File: src/rtl/fifo_status_ctrl.sv
// Pointer, occupancy and status controller for a single-clock FIFO of 2**AW entries.
// Latency: wr_en/rd_en are combinational from the requests; status is visible the cycle after the accepted operation.
// Backpressure: writes are refused while full and reads while empty; refused requests are recorded and never move the pointers.
module fifo_status_ctrl #(
    parameter int AW    = 4,
    parameter int ERR_W = 8
) (
    input  logic              clk,
    input  logic              rst_n,
    input  logic              wr_req,
    input  logic              rd_req,
    input  logic [AW:0]       af_thresh,
    input  logic [AW:0]       ae_thresh,
    input  logic              clr_err,
    output logic              wr_en,
    output logic              rd_en,
    output logic [AW-1:0]     waddr,
    output logic [AW-1:0]     raddr,
    output logic [AW:0]       count,
    output logic              full,
    output logic              empty,
    output logic              almost_full,
    output logic              almost_empty,
    output logic              overflow,
    output logic              underflow,
    output logic [ERR_W-1:0]  ovf_cnt,
    output logic [ERR_W-1:0]  udf_cnt,
    output logic [AW:0]       peak_count
);

    localparam int DEPTH = 1 << AW;

    // Occupancy value meaning "every entry holds data".
    localparam logic [AW:0]      FULL_CNT = {1'b1, {AW{1'b0}}};
    localparam logic [ERR_W-1:0] ERR_MAX  = '1;

    logic [AW:0]      wptr_q, wptr_d;
    logic [AW:0]      rptr_q, rptr_d;
    logic [AW:0]      count_q, count_d;
    logic             ovf_q, ovf_d;
    logic             udf_q, udf_d;
    logic [ERR_W-1:0] ovf_cnt_q, ovf_cnt_d;
    logic [ERR_W-1:0] udf_cnt_q, udf_cnt_d;
    logic [AW:0]      peak_q, peak_d;

    logic ovf_evt;
    logic udf_evt;

    // Status decode of the registered occupancy and request qualification.
    always_comb begin
        full         = (count_q == FULL_CNT);
        empty        = (count_q == '0);
        // Threshold corner cases (0, >DEPTH, >=DEPTH) fall out of the plain compares
        // because count never exceeds DEPTH.
        almost_full  = (count_q >= af_thresh);
        almost_empty = (count_q <= ae_thresh);
        wr_en        = wr_req & ~full;
        rd_en        = rd_req & ~empty;
        ovf_evt      = wr_req & full;
        udf_evt      = rd_req & empty;
    end

    // Next-state for pointers, occupancy, sticky flags, error counters and watermark.
    always_comb begin
        wptr_d    = wptr_q;
        rptr_d    = rptr_q;
        count_d   = count_q;
        ovf_d     = ovf_q;
        udf_d     = udf_q;
        ovf_cnt_d = ovf_cnt_q;
        udf_cnt_d = udf_cnt_q;
        peak_d    = peak_q;

        if (wr_en) wptr_d = wptr_q + (AW+1)'(1);
        if (rd_en) rptr_d = rptr_q + (AW+1)'(1);

        case ({wr_en, rd_en})
            2'b10:   count_d = count_q + (AW+1)'(1);
            2'b01:   count_d = count_q - (AW+1)'(1);
            default: count_d = count_q;
        endcase

        // A new event outranks the clear so a same-cycle rejection is never lost.
        if (ovf_evt)      ovf_d = 1'b1;
        else if (clr_err) ovf_d = 1'b0;
        if (udf_evt)      udf_d = 1'b1;
        else if (clr_err) udf_d = 1'b0;

        if (clr_err)                                 ovf_cnt_d = {{(ERR_W-1){1'b0}}, ovf_evt};
        else if (ovf_evt && (ovf_cnt_q != ERR_MAX))  ovf_cnt_d = ovf_cnt_q + ERR_W'(1);
        if (clr_err)                                 udf_cnt_d = {{(ERR_W-1){1'b0}}, udf_evt};
        else if (udf_evt && (udf_cnt_q != ERR_MAX))  udf_cnt_d = udf_cnt_q + ERR_W'(1);

        // The watermark tracks the occupancy being committed this edge.
        if (clr_err)                peak_d = count_d;
        else if (count_d > peak_q)  peak_d = count_d;
    end

    // State registers; reset empties the FIFO immediately without a clock.
    always_ff @(posedge clk or negedge rst_n) begin
        if (!rst_n) begin
            wptr_q    <= '0;
            rptr_q    <= '0;
            count_q   <= '0;
            ovf_q     <= 1'b0;
            udf_q     <= 1'b0;
            ovf_cnt_q <= '0;
            udf_cnt_q <= '0;
            peak_q    <= '0;
        end else begin
            wptr_q    <= wptr_d;
            rptr_q    <= rptr_d;
            count_q   <= count_d;
            ovf_q     <= ovf_d;
            udf_q     <= udf_d;
            ovf_cnt_q <= ovf_cnt_d;
            udf_cnt_q <= udf_cnt_d;
            peak_q    <= peak_d;
        end
    end

    assign waddr      = wptr_q[AW-1:0];
    assign raddr      = rptr_q[AW-1:0];
    assign count      = count_q;
    assign overflow   = ovf_q;
    assign underflow  = udf_q;
    assign ovf_cnt    = ovf_cnt_q;
    assign udf_cnt    = udf_cnt_q;
    assign peak_count = peak_q;

    // Elaboration-time sanity: DEPTH must be representable in the count width.
    if (DEPTH != (1 << AW)) begin : g_bad_depth
        $error("inconsistent DEPTH");
    end

endmodule

File: config.mk
export PLATFORM = sky130hd
export DESIGN_NAME = fifo_status_ctrl
export DESIGN_NICKNAME = d
export VERILOG_FILES = /design/src/rtl/fifo_status_ctrl.sv
export SDC_FILE = /design/constraint.sdc
export NUM_CORES = 1
export LEC_CHECK = 0
export CAP_MARGIN = 20
export CORE_ASPECT_RATIO = 1.2
export CORE_MARGIN = 3
export CORE_UTILIZATION = 40
export CTS_CLUSTER_DIAMETER = 80
export CTS_CLUSTER_SIZE = 8
export DETAILED_ROUTE_END_ITERATION = 8
export GPL_TIMING_DRIVEN = 1
export PLACE_DENSITY = 0.65
export SETUP_SLACK_MARGIN = 0.15
export SYNTH_ARGS = -nofsm -noshare
export SYNTH_HDL_FRONTEND = slang
export SYNTH_SLANG_ARGS = --single-unit
export TNS_END_PERCENT = 50
File: constraint.sdc
create_clock -name clk -period 9.8 [get_ports clk]
set_input_delay 2.45 -clock clk [delete_from_list [all_inputs] [get_ports clk]]
set_output_delay 2.45 -clock clk [all_outputs]
set_load 0.005 [all_outputs]
==> summary.txt <==
Final Hold Slack: 0.474 ns
Root buffer cell: clkbuf_8
WP data required: 7.35 ns
Multi-input logic area: 0.00115 mm2
Min cycle time layout: 6.94 ns
Vias after detailed routing: 1709
Initial antenna violation count: 0
Clock Path Buffers: 2
Hold Path Stages: 1
Post-DP HPWL: 3390 um
N_diodes: 0
Register-to-register setup slack: 5.48 ns
DIE WIDTH: 73.0 um
Largest cells by area after synthesis: dfrtp_1, ha_1, xnor2_1
Synth async-reset ratio: 1.00
Core area: 0.00508 mm2
Internal: 0.000465 W
Number of synthesized flops with an enable pin: 0
Syn Nets: 257
Vias in the first global route: 1661
Fillers: 456
PostCTS Resize Cnt: 0
Number of setup buffers added after CTS: 0
Post-synth top area share: 0.419
Reg clk slew, reported paths: 0.07 ns
Crit path max-delay family: buffers and inverters
Worst Hold Class: flip-flop to flip-flop
Final worst-path cycle share: 0.708
H-tree depth: 2
Tot GR Track Use: 0.153
Leak Pwr: 1.23 nW
Placement Setup Slack: 2.85 ns
Final WL: 4450 um
Seq cells post-synth: 36
Achievable frequency: 144 MHz
Slew at the pin closest to its max-slew limit: 0.834 ns
Reg2reg start: count[1]
DR vias/cell: 5.07
Area delta synth->final: 32.4%
Total CTS buffers: 5
Drt pass-1 iters: 4
Starting density of the core: 0.424
Setup slack after layout: 2.86 ns
Main synth FF type: dfrtp_1
CP Class: input port to output pin
DRC: 0
Net switching power: 0.000265 W
Crit path buf inv count: 3
Syn_area_per_cell: 9.87 um2
Startpoint Class: input port
Final setup fails: 0
Hold Path End: wptr_q[3]
Hold Crit Start: wptr_q[3]
Reg-to-reg endpoint: peak_count[2]
First-pass GRT wire length: 7620 um
Critical-path cell list: clkdlybuf4s50_1, inv_1, ha_1, nor2b_1, o21a_1, o21a_1, o21a_1, o22ai_1, clkdlybuf4s50_1
MaxCap Viol Count: 0
Share of cells above drive strength 1: 0.0794
Gr ovfl total: 0
Comb pwr share: 0.506
Slowest stage delay, CP: 0.52 ns
Clk sink count: 36
Slew Limit Fails: 0
Net Sw Frac: 0.363
Site Rows: 28
Die area: 0.00630 mm2
Initial DRC Count: 50
Yosys warns: 0
Flip-flop and latch area: 901 um2
Power Density: 256 mW/mm2
Max Fanout on Critical Path: 2
Final core utilization: 0.561
GP Congestion: 0.801
Yosys cell types: 39
Hold Vio Cnt, Final: 0
Final net count: 315
Cell taking the most area after synthesis: dfrtp_1
# hold bufs at CTS: 0
Remaining antenna violation count after routing: 0
Largest net degree at the start of global routing: 37
Clk pwr share: 0.151
Crit-path most repeated cell: o21a_1
RSZ-0062 raised after global routing: no
DR WL/cell: 13.2 um
Synthesized cell area: 0.00215 mm2
Post-Route Setup TNS: 0 ns
Synthesized instance count: 218
Status: finished, final reports clean
Die Height: 86.4 um
Worst Setup End Kind: output pin
Critical path's slowest cell: clkdlybuf4s50_1
Worst slew margin: 0.439
Worst Reg-to-Reg Cells: 14
I/O Buffers: 56
TritonCTS clock tree: built
I/O pins: 57
Seq/Total Area, Yosys: 0.419
Peak supply drop: 0.175 mV
Seq pwr share: 0.343
Clock skew: 0.00972 ns
Worst skew pair latency: 0.29 ns
CP arrival: 4.49 ns
-- sequential cells by signal, indices dropped and copies added (netlist names) --
register / flops
wptr_q: 4
rptr_q: 4
udf_cnt: 8
count: 5
peak_count: 5
overflow: 1
underflow: 1
ovf_cnt: 8
-- Yosys cell counts (2+ instances only) --
cell type,number
nand2_1,15
nor3_1,9
mux2_2,6
nor2b_1,3
nand4_1,5
nor3b_1,2
nor2_1,18
xor2_1,2
ha_1,23
nand3_1,9
nand2b_1,2
clkbuf_1,4
xnor2_1,16
o21ai_0,12
a21oi_1,9
dfrtp_1,36
mux2i_1,2
o21a_1,3
and3_1,2
inv_1,21
-- per-stage QoR --
| step | total power (W) | cells | area (um2) |
|---|---|---|---|
| 2_1_floorplan | 0.000465 | 218 | 2150 |
| 3_3_place_gp | 0.000622 | 329 | 2760 |
| 3_5_place_dp | 0.000631 | 329 | 2760 |
| 4_1_cts | 0.000745 | 337 | 2850 |
| 5_1_grt | 0.000800 | 337 | 2850 |
| 6_report | 0.000730 | 337 | 2850 |
-- worst reg2reg max path: stages, from the launching register on --
cell and delay (ns):
dfrtp_1 0.54, nor4_4 0.12, and2_2 0.24, nor2b_1 0.39
ha_1 0.37, ha_1 0.28, a21o_1 0.15, a21oi_1 0.17
xor2_1 0.08, o21ai_0 0.35, ha_1 0.33, o21ai_0 0.17
nor2_1 0.07, o41ai_2 0.55, mux2_2 0.40
-- layout make-up --
cell class | instances | share of cell area
clock inverters | 1 | 0.00263
inverters | 21 | 0.0277
clock buffers | 7 | 0.0303
flip-flops and latches | 36 | 0.316
multi-input cells | 156 | 0.402
well taps | 60 | 0.0263
repair buffers | 56 | 0.195
-- cells by family after synthesis --
| kind of cell | Yosys count | synth area share |
|---|---|---|
| AOI/OAI and AO/OA | 31 | 0.0907 |
| DFF | 36 | 0.419 |
| xor gates and xnor gates | 18 | 0.0733 |
| and+or+nand+nor | 75 | 0.185 |
| adders and majority gates | 24 | 0.143 |
| buffers and inverters | 26 | 0.0488 |
| muxes | 8 | 0.0407 |
-- cells in the final DEF, fill, tap and decap left out, types with 5 or more instances in the layout --
cell and instances:
clkbuf_8 6, a21oi_1 9, o21ai_0 12, inv_1 21, ha_1 23, nor3_1 9, nand4_1 5, nand3_1 9
mux2_2 6, clkdlybuf4s50_1 55, nor2_1 18, nand2_1 15, xnor2_1 16, dfrtp_1 36
-- power by group through the flow --
| stage | combinational (W) | sequential (W) | clock [W] |
|---|---|---|---|
| after floorplan | 0.000218 | 0.000246 | 0 |
| after global placement | 0.000368 | 0.000254 | 0 |
| after detailed placement | 0.000376 | 0.000255 | 0 |
| final | 0.000369 | 0.000250 | 0.000111 |
| after global routing | 0.000421 | 0.000260 | 0.000119 |
| after CTS | 0.000377 | 0.000253 | 0.000114 |
-- how the worst max path moves through the flow --
stage          slack [ns]          from  cells after the start           end
2_1_floorplan        3.86  ae_thresh[1]                      7  almost_empty
4_1_cts              2.85  ae_thresh[1]                      9  almost_empty
5_1_grt              2.77  ae_thresh[1]                      9  almost_empty
3_5_place_dp         2.85  ae_thresh[1]                      9  almost_empty
6_report             2.86  ae_thresh[1]                      9  almost_empty
3_3_place_gp         2.89  ae_thresh[1]                      9  almost_empty
-- per-layer routing --
layer  vias up  GRT usage  wire length (um)
met5         -          0                 0
met4         0     0.0470                42
met3         4     0.0325               190
met2        34      0.272              2220
met1       805      0.181              2000
li1        866          -                 -
(Power assumes the default switching activity.)
